`config.mk`:
```
export PLATFORM = sky130hd
export DESIGN_NAME = reset_request_scheduler_flat
export DESIGN_NICKNAME = d
export VERILOG_FILES = /design/src/rtl/reset_request_scheduler_pkg.sv /design/src/rtl/reset_request_scheduler_if.sv /design/src/rtl/reset_request_scheduler_rr_arbiter.sv /design/src/rtl/reset_request_scheduler.sv /design/src/flat_wrapper.sv
export SDC_FILE = /design/constraint.sdc
export NUM_CORES = 1
export LEC_CHECK = 0
export ABC_AREA = 1
export BUFFER_PORTS_ARGS = -buffer_cell sky130_fd_sc_hd__buf_4
export CORE_ASPECT_RATIO = 2
export CORE_MARGIN = 2
export CORE_UTILIZATION = 51
export CTS_CLUSTER_DIAMETER = 50
export DETAILED_ROUTE_END_ITERATION = 8
export PLACE_DENSITY = 0.76
export SLEW_MARGIN = 20
export SYNTH_ARGS = -nofsm -noshare
export SYNTH_HDL_FRONTEND = slang
export SYNTH_SLANG_ARGS = --single-unit
```
`constraint.sdc`:
```
create_clock -name clk -period 2.4 [get_ports clk]
set_input_delay 0.24 -clock clk [delete_from_list [all_inputs] [get_ports clk]]
set_output_delay 0.24 -clock clk [all_outputs]
set_load 0.02 [all_outputs]
```
`src/rtl/reset_request_scheduler_pkg.sv`:
```
// Shared types, default parameters and helpers for the reset request scheduler.
package reset_sched_pkg;

    // Sequencer states; the encoding is fixed so debug views stay stable.
    typedef enum logic [2:0] {
        IDLE    = 3'd0,
        QUIESCE = 3'd1,
        ASSERT  = 3'd2,
        RELEASE = 3'd3,
        DONE    = 3'd4
    } sched_state_e;

    // Default configuration.
    localparam int DEF_NUM_REQ         = 4;
    localparam int DEF_NUM_DOM         = 3;
    localparam int DEF_QUIESCE_TIMEOUT = 255;
    localparam int DEF_PULSE_CYCLES    = 8;
    localparam int DEF_GAP_CYCLES      = 4;
    localparam int DEF_CW              = 8;

    // Largest supported requester / domain count.
    localparam int MAX_REQ = 8;
    localparam int MAX_DOM = 8;

    // Priority encoder: index of the lowest set bit, 0 when the vector is empty.
    function automatic logic [2:0] lowest_set_idx(input logic [MAX_DOM-1:0] vec);
        logic [2:0] idx;
        idx = 3'd0;
        for (int i = MAX_DOM - 1; i >= 0; i--) begin
            if (vec[i]) begin
                idx = 3'(i);
            end
        end
        return idx;
    endfunction

endpackage

```
`src/rtl/reset_request_scheduler_if.sv`:
```
// Request / quiesce / domain-reset bundle between requesters, domains and the scheduler.
interface reset_request_scheduler_if
    import reset_sched_pkg::*;
#(
    parameter int NUM_REQ = DEF_NUM_REQ,
    parameter int NUM_DOM = DEF_NUM_DOM
);

    logic [NUM_REQ-1:0]         req_valid;
    logic [NUM_REQ*NUM_DOM-1:0] req_mask;
    logic [NUM_REQ-1:0]         req_ready;
    logic [NUM_REQ-1:0]         done;
    logic                       done_timeout;
    logic [NUM_DOM-1:0]         quiesce_req;
    logic [NUM_DOM-1:0]         quiesce_ack;
    logic [NUM_DOM-1:0]         dom_rst;
    logic                       busy;

    // Requester and domain side.
    modport master (
        output req_valid,
        output req_mask,
        output quiesce_ack,
        input  req_ready,
        input  done,
        input  done_timeout,
        input  quiesce_req,
        input  dom_rst,
        input  busy
    );

    // Scheduler side.
    modport slave (
        input  req_valid,
        input  req_mask,
        input  quiesce_ack,
        output req_ready,
        output done,
        output done_timeout,
        output quiesce_req,
        output dom_rst,
        output busy
    );

endinterface

```
`src/rtl/reset_request_scheduler_rr_arbiter.sv`:
```
// Round-robin arbiter: combinational one-hot grant searching upward from a
// pointer with wrap-around; the pointer moves past the winner on accept.
module rr_arbiter
    import reset_sched_pkg::*;
#(
    parameter  int NUM_REQ = DEF_NUM_REQ,
    localparam int IW      = (NUM_REQ > 1) ? $clog2(NUM_REQ) : 1
) (
    input  logic               clk,
    input  logic               rst,
    input  logic [NUM_REQ-1:0] req,
    input  logic               accept,
    output logic [NUM_REQ-1:0] gnt,
    output logic [IW-1:0]      gnt_idx
);

    logic [IW-1:0] ptr_q;
    logic [IW-1:0] ptr_d;
    logic          found;
    int            cand;

    // Winner search: first requester at or above the pointer, wrapping at NUM_REQ.
    always_comb begin
        gnt     = '0;
        gnt_idx = '0;
        found   = 1'b0;
        cand    = 0;
        for (int k = 0; k < NUM_REQ; k++) begin
            cand = int'(ptr_q) + k;
            if (cand >= NUM_REQ) begin
                cand = cand - NUM_REQ;
            end else begin
                cand = cand;
            end
            if (!found && req[cand]) begin
                found     = 1'b1;
                gnt[cand] = 1'b1;
                gnt_idx   = IW'(cand);
            end else begin
                found = found;
            end
        end
    end

    // Pointer advance: one past the accepted winner, modulo NUM_REQ.
    always_comb begin
        if (accept) begin
            if (gnt_idx == IW'(NUM_REQ - 1)) begin
                ptr_d = '0;
            end else begin
                ptr_d = gnt_idx + IW'(1);
            end
        end else begin
            ptr_d = ptr_q;
        end
    end

    // Pointer register.
    always_ff @(posedge clk) begin
        if (rst) begin
            ptr_q <= '0;
        end else begin
            ptr_q <= ptr_d;
        end
    end

endmodule

```
`src/rtl/reset_request_scheduler.sv`:
```
// Soft-reset request scheduler: picks one requester round-robin, asks the
// masked domains to quiesce, pulses their resets together, releases them one
// by one in ascending order and reports completion to the requester.
module reset_request_scheduler
    import reset_sched_pkg::*;
#(
    parameter int NUM_REQ         = DEF_NUM_REQ,
    parameter int NUM_DOM         = DEF_NUM_DOM,
    parameter int QUIESCE_TIMEOUT = DEF_QUIESCE_TIMEOUT,
    parameter int PULSE_CYCLES    = DEF_PULSE_CYCLES,
    parameter int GAP_CYCLES      = DEF_GAP_CYCLES,
    parameter int CW              = DEF_CW
) (
    input logic                      clk,
    input logic                      rst,
    reset_request_scheduler_if.slave bus
);

    localparam int IW = (NUM_REQ > 1) ? $clog2(NUM_REQ) : 1;

    // Largest value the shared counter must represent.
    localparam int MAX_PG = (PULSE_CYCLES > GAP_CYCLES) ? PULSE_CYCLES : GAP_CYCLES;
    localparam int MAX_CNT = (QUIESCE_TIMEOUT > MAX_PG) ? QUIESCE_TIMEOUT : MAX_PG;

    // Terminal counter values; each phase ends when the counter equals these.
    localparam int QT_LAST_I = (QUIESCE_TIMEOUT > 0) ? QUIESCE_TIMEOUT - 1 : 0;
    localparam logic [CW-1:0] QT_LAST    = CW'(QT_LAST_I);
    localparam logic [CW-1:0] PULSE_LAST = CW'(PULSE_CYCLES - 1);
    localparam logic [CW-1:0] GAP_LAST   = CW'(GAP_CYCLES - 1);

    // Elaboration-time legality checks; a bad configuration must not build.
    if (NUM_REQ < 1 || NUM_REQ > MAX_REQ) begin : g_bad_num_req
        $error("reset_request_scheduler: NUM_REQ must be 1..8");
    end
    if (NUM_DOM < 1 || NUM_DOM > MAX_DOM) begin : g_bad_num_dom
        $error("reset_request_scheduler: NUM_DOM must be 1..8");
    end
    if (QUIESCE_TIMEOUT < 0 || PULSE_CYCLES < 1 || GAP_CYCLES < 1) begin : g_bad_cycles
        $error("reset_request_scheduler: PULSE_CYCLES and GAP_CYCLES must be >= 1");
    end
    if (CW < 1 || CW > 30 || MAX_CNT >= (1 << CW)) begin : g_bad_cw
        $error("reset_request_scheduler: CW too narrow for the configured cycle counts");
    end

    sched_state_e       state_q, state_d;
    logic [IW-1:0]      gnt_id_q, gnt_id_d;
    logic [NUM_DOM-1:0] mask_q, mask_d;
    logic [NUM_DOM-1:0] pend_q, pend_d;
    logic [CW-1:0]      cnt_q, cnt_d;
    logic               tflag_q, tflag_d;

    logic [NUM_DOM-1:0] quiesce_req_q, quiesce_req_d;
    logic [NUM_DOM-1:0] dom_rst_q, dom_rst_d;
    logic [NUM_REQ-1:0] done_q, done_d;
    logic               done_timeout_q, done_timeout_d;
    logic               busy_q, busy_d;

    logic [NUM_REQ-1:0] arb_gnt;
    logic [IW-1:0]      arb_idx;
    logic [NUM_REQ-1:0] req_ready;
    logic               accept;
    logic [NUM_DOM-1:0] sel_mask;
    logic [2:0]         next_dom;
    logic [NUM_DOM-1:0] pend_clr;

    rr_arbiter #(
        .NUM_REQ (NUM_REQ)
    ) u_arb (
        .clk     (clk),
        .rst     (rst),
        .req     (bus.req_valid),
        .accept  (accept),
        .gnt     (arb_gnt),
        .gnt_idx (arb_idx)
    );

    // Handshake: only the arbiter winner is offered ready, and only while idle.
    always_comb begin
        if (state_q == IDLE) begin
            req_ready = arb_gnt;
        end else begin
            req_ready = '0;
        end
        accept = |(bus.req_valid & req_ready);
    end

    // Mask slice of the current winner.
    always_comb begin
        sel_mask = '0;
        for (int i = 0; i < NUM_REQ; i++) begin
            if (arb_gnt[i]) begin
                sel_mask = bus.req_mask[i*NUM_DOM +: NUM_DOM];
            end else begin
                sel_mask = sel_mask;
            end
        end
    end

    // Next domain to release: lowest domain still held in reset.
    always_comb begin
        next_dom = lowest_set_idx(MAX_DOM'(pend_q));
        pend_clr = pend_q & ~(NUM_DOM'(1) << next_dom);
    end

    // Next-state logic for the sequencer and its shared counter.
    always_comb begin
        state_d  = state_q;
        gnt_id_d = gnt_id_q;
        mask_d   = mask_q;
        pend_d   = pend_q;
        cnt_d    = cnt_q;
        tflag_d  = tflag_q;
        case (state_q)
            IDLE: begin
                if (accept) begin
                    gnt_id_d = arb_idx;
                    mask_d   = sel_mask;
                    pend_d   = sel_mask;
                    cnt_d    = '0;
                    tflag_d  = 1'b0;
                    if (sel_mask != '0) begin
                        state_d = QUIESCE;
                    end else begin
                        state_d = DONE;
                    end
                end else begin
                    state_d = IDLE;
                end
            end
            QUIESCE: begin
                if ((bus.quiesce_ack & mask_q) == mask_q) begin
                    state_d = ASSERT;
                    cnt_d   = '0;
                end else if (QUIESCE_TIMEOUT == 0) begin
                    // No wait configured: move on without flagging a timeout.
                    state_d = ASSERT;
                    cnt_d   = '0;
                end else if (cnt_q == QT_LAST) begin
                    state_d = ASSERT;
                    cnt_d   = '0;
                    tflag_d = 1'b1;
                end else begin
                    cnt_d = cnt_q + CW'(1);
                end
            end
            ASSERT: begin
                if (cnt_q == PULSE_LAST) begin
                    // Pulse complete: first masked domain leaves reset now.
                    state_d = RELEASE;
                    pend_d  = pend_clr;
                    cnt_d   = '0;
                end else begin
                    cnt_d = cnt_q + CW'(1);
                end
            end
            RELEASE: begin
                if (pend_q == '0) begin
                    state_d = DONE;
                    cnt_d   = '0;
                end else if (cnt_q == GAP_LAST) begin
                    pend_d = pend_clr;
                    cnt_d  = '0;
                end else begin
                    cnt_d = cnt_q + CW'(1);
                end
            end
            DONE: begin
                state_d = IDLE;
            end
            default: begin
                state_d = IDLE;
            end
        endcase
    end

    // Output decode from the next state so every output is a flop.
    always_comb begin
        quiesce_req_d  = '0;
        dom_rst_d      = '0;
        done_d         = '0;
        done_timeout_d = 1'b0;
        busy_d         = (state_d != IDLE);
        case (state_d)
            QUIESCE: begin
                quiesce_req_d = mask_d;
            end
            ASSERT: begin
                quiesce_req_d = mask_d;
                dom_rst_d     = pend_d;
            end
            RELEASE: begin
                dom_rst_d = pend_d;
            end
            DONE: begin
                done_d         = NUM_REQ'(1) << gnt_id_d;
                done_timeout_d = tflag_d;
            end
            default: begin
                quiesce_req_d = '0;
            end
        endcase
    end

    // State, datapath and output registers; reset aborts any sequence.
    always_ff @(posedge clk) begin
        if (rst) begin
            state_q        <= IDLE;
            gnt_id_q       <= '0;
            mask_q         <= '0;
            pend_q         <= '0;
            cnt_q          <= '0;
            tflag_q        <= 1'b0;
            quiesce_req_q  <= '0;
            dom_rst_q      <= '0;
            done_q         <= '0;
            done_timeout_q <= 1'b0;
            busy_q         <= 1'b0;
        end else begin
            state_q        <= state_d;
            gnt_id_q       <= gnt_id_d;
            mask_q         <= mask_d;
            pend_q         <= pend_d;
            cnt_q          <= cnt_d;
            tflag_q        <= tflag_d;
            quiesce_req_q  <= quiesce_req_d;
            dom_rst_q      <= dom_rst_d;
            done_q         <= done_d;
            done_timeout_q <= done_timeout_d;
            busy_q         <= busy_d;
        end
    end

    assign bus.req_ready    = req_ready;
    assign bus.quiesce_req  = quiesce_req_q;
    assign bus.dom_rst      = dom_rst_q;
    assign bus.done         = done_q;
    assign bus.done_timeout = done_timeout_q;
    assign bus.busy         = busy_q;

endmodule

```
`src/flat_wrapper.sv`:
```
// flat-port wrapper written by rule: the top's interface ports become plain ports
module reset_request_scheduler_flat import reset_sched_pkg::*;
#(
    parameter int NUM_REQ         = DEF_NUM_REQ,
    parameter int NUM_DOM         = DEF_NUM_DOM,
    parameter int QUIESCE_TIMEOUT = DEF_QUIESCE_TIMEOUT,
    parameter int PULSE_CYCLES    = DEF_PULSE_CYCLES,
    parameter int GAP_CYCLES      = DEF_GAP_CYCLES,
    parameter int CW              = DEF_CW
)
  (clk, rst, bus_req_valid, bus_req_mask, bus_quiesce_ack, bus_req_ready, bus_done, bus_done_timeout, bus_quiesce_req, bus_dom_rst, bus_busy);
  reset_request_scheduler_if #(.NUM_REQ(NUM_REQ), .NUM_DOM(NUM_DOM)) bus_i ();
  input logic clk;
  input logic rst;
  input wire logic [$bits(bus_i.req_valid)-1:0] bus_req_valid;
  input wire logic [$bits(bus_i.req_mask)-1:0] bus_req_mask;
  input wire logic [$bits(bus_i.quiesce_ack)-1:0] bus_quiesce_ack;
  output wire logic [$bits(bus_i.req_ready)-1:0] bus_req_ready;
  output wire logic [$bits(bus_i.done)-1:0] bus_done;
  output wire logic [$bits(bus_i.done_timeout)-1:0] bus_done_timeout;
  output wire logic [$bits(bus_i.quiesce_req)-1:0] bus_quiesce_req;
  output wire logic [$bits(bus_i.dom_rst)-1:0] bus_dom_rst;
  output wire logic [$bits(bus_i.busy)-1:0] bus_busy;
  assign bus_i.req_valid = bus_req_valid;
  assign bus_i.req_mask = bus_req_mask;
  assign bus_i.quiesce_ack = bus_quiesce_ack;
  assign bus_req_ready = bus_i.req_ready;
  assign bus_done = bus_i.done;
  assign bus_done_timeout = bus_i.done_timeout;
  assign bus_quiesce_req = bus_i.quiesce_req;
  assign bus_dom_rst = bus_i.dom_rst;
  assign bus_busy = bus_i.busy;
  reset_request_scheduler #(.NUM_REQ(NUM_REQ), .NUM_DOM(NUM_DOM), .QUIESCE_TIMEOUT(QUIESCE_TIMEOUT), .PULSE_CYCLES(PULSE_CYCLES), .GAP_CYCLES(GAP_CYCLES), .CW(CW)) u_core (.clk(clk), .rst(rst), .bus(bus_i));
endmodule
```
Yosys cells after proc, flatten, opt, wreduce, memory -nomap -nowiden
Index checks and enable logic that the tools add are counted.
{"block": "totals", "ff_bits": 34, "input_bits": 21, "output_inout_bits": 16, "word_cells": 151}
{"block": "op_classes", "n_addsub": 9, "n_lt_le_gt_ge": 12, "n_eq_ne": 13, "shift": 2, "n_mux": 71, "bitwise": 10, "n_reduce_logical": 22}
{"operator": ">= comparator 32 x 1 -> 1 bit (second input constant)", "count": 4}
{"operator": "less-than comparator 32 x 4 -> 1 bit (second input constant)", "count": 4}
{"operator": "2-to-1 mux 32 bit", "count": 4}
{"operator": "2-to-1 mux 3 bit", "count": 16}
{"operator": "2-to-1 mux 8 bit", "count": 6}
{"operator": "one-hot mux 8 bit (4 select lines)", "count": 1}
{"operator": "2-to-1 mux 2 bit", "count": 10}
{"operator": "2-to-1 mux 4 bit", "count": 5}
{"operator": "2-to-1 mux 1 bit", "count": 18}
{"operator": "equality test 3 x 2 -> 1 bit (second input constant)", "count": 4}
{"operator": "OR 4 bit", "count": 3}
{"operator": "one-hot mux 3 bit (4 select lines)", "count": 1}
{"operator": "subtractor 3 x 3 -> 4 bit (second input constant)", "count": 3}
{"operator": "OR reduction 2 bit", "count": 5}
{"operator": ">= comparator 3 bit (second input constant)", "count": 3}
{"operator": "one-hot mux 3 bit (3 select lines)", "count": 1}
{"operator": "adder 8 x 1 -> 8 bit (second input constant)", "count": 1}
{"operator": "binary-select mux 1 bit (select 2 bit)", "count": 4}
{"operator": "demux 1 bit (select 2 bit)", "count": 4}
{"operator": "equality test 8 x 2 -> 1 bit (second input constant)", "count": 1}
{"operator": "equality test 8 x 3 -> 1 bit (second input constant)", "count": 1}
{"operator": "equality test 8 bit (second input constant)", "count": 1}
{"operator": "logical AND 1 bit", "count": 7}
{"operator": "adder 2 x 2 -> 3 bit (second input constant)", "count": 2}
{"operator": "22 further kinds", "count": 30}

Longest topological paths before layout
{"block": "logic_depth", "word_depth": 27, "mapped_depth": 21}

By module
A second synthesis with hierarchy kept.
{"block": "hier_totals", "cells_unflattened": 364, "area_unflattened_um2": 2351.0}
{"module": "reset_request_scheduler", "n_inst": 1, "cells_per_inst": 275, "area_per_inst_um2": 1790.5, "seq_area_each_um2": 640.6}
{"module": "rr_arbiter", "n_inst": 1, "cells_per_inst": 89, "area_per_inst_um2": 560.5, "seq_area_each_um2": 40.0}

Least setup slack after synthesis
OpenSTA, ideal clock, no wires.
{"block": "synth_timing", "path_kind": "reg2reg", "startpoint": "register u_core.u_arb.ptr_q[1]", "endpoint": "register u_core.cnt_q[5]", "arrival_ns": 2.328, "t_required_ns": 2.287, "path_slack_ns": -0.041, "stages_incl_launch_ff": 20, "synth_period_minus_slack_ns": 2.441, "cell_sequence": "dfxtp_1 -> inv_2 -> ha_1 -> inv_1 -> nand3_1 -> nand2_1 -> nor2_8 -> nand2_2 -> inv_2 -> nand2_1 -> nand2_4 -> nand3_2 -> nand2_2 -> nor2_4 -> nand2_4 -> nand2_8 -> o21ai_4 -> inv_2 -> o21ai_1 -> nor2_1"}
{"block": "synth_between", "elab_chain_cells": 20, "word_cells_on_any_way": 68, "classes_between": "add/sub: 7; order compare: 12; eq/ne: 1; mux: 32; bitwise: 4; reduce/logical: 12"}
{"item": "from (decl)", "line": "reset_request_scheduler_rr_arbiter.sv:17", "source": "logic [IW-1:0] ptr_q;"}
{"item": "from (signal assigned)", "line": "reset_request_scheduler_rr_arbiter.sv:63", "source": "ptr_q <= ptr_d;"}
{"item": "parallel branches: the longest is 14 deep, another holds >= comparator 32 x 1 -> 1 bit"}
{"item": "2-to-1 mux 4 bit *", "line": "reset_request_scheduler_rr_arbiter.sv:35", "source": "if (!found && req[cand]) begin"}
{"item": "2-to-1 mux 4 bit *", "line": "reset_request_scheduler.sv:79", "source": "if (state_q == IDLE) begin"}
{"item": "bitwise AND 4 bit *", "line": "reset_request_scheduler.sv:84", "source": "accept = |(bus.req_valid & req_ready);"}
{"item": "OR reduction 4 bit *", "line": "reset_request_scheduler.sv:84"}
{"item": "inequality test 2 x 1 -> 1 bit (no source line) *"}
{"item": "AND reduction 2 bit (no source line) *"}
{"item": "to (signal assigned)", "line": "reset_request_scheduler.sv:223", "source": "cnt_q <= cnt_d;"}
{"item": "to (decl)", "line": "reset_request_scheduler.sv:49", "source": "logic [CW-1:0] cnt_q, cnt_d;"}
Every way passes the cells marked *. The select of a mux whose other input is x is not followed.
A chain may end at the register's enable or synchronous reset.

==> impl_metrics.toml <==
[die]
dieArea_sq_mm = 0.00490
initial_core_util_pct = 53.4
io_pins = 37
fp.dieW_microns = 50.5
die_h_microns = 97.0
row_count = 33
core-area_sq_mm = 0.00413

[sta]
worst_slew_pin_slew_ps = 469
clock_skew_ps = 4.10
rsz0062_at_grt = "yes"
hold_viol_final = 0
drv_slew = 0
finalCritPeriodShare_pct = 97.4
tns_ps = 0
hold_slack_ps = 260
period_minus_slack_ps = 2340
slew_headroom_pct = 68.4
max_freq_ghz = 0.428
setup_violations = 0

[cells_and_area]
drive_above_1_share_pct = 34.4
fin_nets = 406
fin_area_sq_mm = 0.00286
antenna_cells = 0
synthToLayoutAreaGrowth_pct = 29.9
post-route-util_pct = 69.4
fillers = 362

[drt]
wl_microns = 5780
firstDrtPassIters = 4
drt-initial-drc-count = 47
route.detailed.drc = 0
wl_per_cell_microns = 13.4
via_per_inst = 5.13
via_count = 2204
drtAntennaViolNets = 0

[logic_synthesis]
async_reset_ff_share_pct = 0
synth_seq_cells = 34
synth_enable_flop_cells = 0
synthTopCellsByCount = "66 x nand2_1, 44 x inv_1, 39 x nor2_1"
yosysTopAreaCellShare_pct = 30.9
syn_area_sq_mm = 0.00220
yosysMostFrequentCell = "nand2_1"
syn_avg_cell_area_sq_um = 6.91
synth_ff_type = "dfxtp_1"
yosysTopAreaCell = "dfxtp_1"
yosysSeqAreaShare_pct = 30.9
yosysWarningCount = 0
syn_nets = 348
synth.distinct_cells = 40
netlist_top_cells_area = "dfxtp_1 31%, nand2_1 11%, inv_1 7.5%, nor2_1 6.6%, nand3_1 5.9%"
postSynthCellCount = 319

[global_route]
grt_pass1_vias = 2276
antenna_found_initial = 0
grt_usage_pct = 24.3
grt_overflow_total = 0
grt_first_pass_wirelength_microns = 9220
grt_max_degree = 17

[outcome]
outcome = "finished, final reports clean"

[placement]
port-buffer-count = 36
placed_area_sq_mm = 0.00263
place.detailed.hpwl_microns = 4660
gp_congestion = 0.939

[setup_path]
worstPathRequired_ps = 2630
crit_path_start_kind = "flip-flop"
cp-endpoint = "u_core.bus.done[3]"
path_max_fanout = 9
r2r-end = "u_core.bus.done[3]"
arrival_ps = 2560
crit_type = "reg2reg"
cp-end-kind = "flip-flop"
r2r_setup_slack_ps = 60
worstRegToRegCells = 16

[clock_tree]
cts_root_buf = "clkbuf_8"
htree_num_levels = 2
postCtsHoldBufs = 0
clk_latency_ps = 280
tritoncts = "done"
path_clk_slew_ps = 70
cts_sinks = 34
cts_inserted_buffers = 5
clockBufferDepth = 2

[min_path]
hold_path.class = "in2reg"

[pwr]
leakage_nw = 1.37
irDropWorstVdd_uv = 1270
p_per_area_mw_per_mm2 = 1740
finalPower_w = 0.00498

[run]
drv_cap = 0
[routing by layer]
metal	wire length [microns]	vias up	part of all wire, %	track usage (%)
li1	-	1127	-	-
met1	1860	1006	32	17.8
met4	350	0	6.1	18.1
met3	99	26	1.7	3.55
met5	0	-	0	0
met2	3460	45	60	49.8
[metrics by stage]
stage	worst slack, ps	cells
2_1_floorplan	47.2	319
3_3_place_gp	-42.3	418
3_5_place_dp	-106	418
4_1_cts	30.4	426
5_1_grt	-86.8	430
6_report	61.3	430
[power breakdown]
group	total (W)	internal, W	switching (W)
clock network	0.000431	0.000230	0.000201
logic	0.00378	0.00148	0.00230
registers	0.000762	0.000700	0.0000617
total	0.00498	0.00241	0.00256
[worst min path at each step]
stage / start / endpoint / slack (ps) / cells past startpoint
3_5_place_dp: u_core.cnt_q[0] / u_core.cnt_q[0] / 500 / 2
5_1_grt: rst / u_core.pend_q[0] / 270 / 2
3_3_place_gp: u_core.cnt_q[0] / u_core.cnt_q[0] / 490 / 2
2_1_floorplan: u_core.gnt_id_q[1] / u_core.gnt_id_q[1] / 470 / 2
6_report: rst / u_core.cnt_q[2] / 260 / 2
4_1_cts: rst / u_core.pend_q[0] / 250 / 2
[final cells by class]
type | instances | area (sq um) | share of cell area, %
clock buffers | 6 | 82.6 | 2.88
inverters | 52 | 198 | 6.90
clock inverters | 2 | 12.5 | 0.437
well taps | 52 | 65.1 | 2.27
multi-input cells | 229 | 1400 | 48.7
flip-flops and latches | 34 | 683 | 23.9
repair buffers | 55 | 428 | 14.9
[timing repair]
action / 4_1_cts / 5_1_grt
resized for setup: 4 / 24
buffers inserted: 0 / 4
endpoints found under the hold margin: 0 / 0
pin swaps: 2 / 4
endpoints found under the setup margin: 12 / 26
[registers in the layout, summed over array words and instances (netlist names), named ones only]
signal	flops
u_core.bus.dom_rst	3
u_core.mask_q	3
u_core.bus.done	4
u_core.state_q	3
u_core.gnt_id_q	2
u_core.tflag_q	1
u_core.bus.done_timeout	1
u_core.u_arb.ptr_q	1
u_core.cnt_q	8
u_core.bus.busy	1
u_core.bus.quiesce_req	3
u_core.pend_q	3
[placed cells by master, fill, tap and decap left out, types with 3 or more instances in the layout]
cell      Yosys  routed
o21ai_2       3       4
a21oi_1      18      16
inv_2         7       8
nor2_1       39      38
nor2_4        3       3
nor3_1        4       4
clkbuf_8      0       6
nand3_4       1       3
o211ai_1      3       3
nor2_2        3       4
nand2_1      66      62
buf_4         0      52
o21ai_0      11      10
ha_1          8       7
nand3_1      26      18
nand2_2      10      13
a21oi_2       3       5
nand2_4       3       4
inv_1        44      42
dfxtp_1      34      32
nand3_2       5      11
[critical path: stages (launching register included)]
cell and delay (ps):
dfxtp_2 340, inv_2 90, buf_6 150, nand2_2 60, nand2_2 60, nand2_2 70, a21boi_0 400, a21oi_2 90
nand3_4 110, inv_2 50, nand3_1 60, nand2_1 70, a21oi_2 170, nand3_2 120, o21ai_2 190, nand3b_1 140
nor2_1 110
[logic make-up after synthesis]
group                      count (synthesis)  share of synthesized area [%]
xor gates and xnor gates                   3                           1.19
adders and majority gates                  8                           4.54
and+or+nand+nor                          170                           39.0
AOI/OAI and AO/OA                         48                           14.2
DFF                                       34                           30.9
buffers and inverters                     56                           10.2
Note: power is estimated with default switching activity, not from simulation.
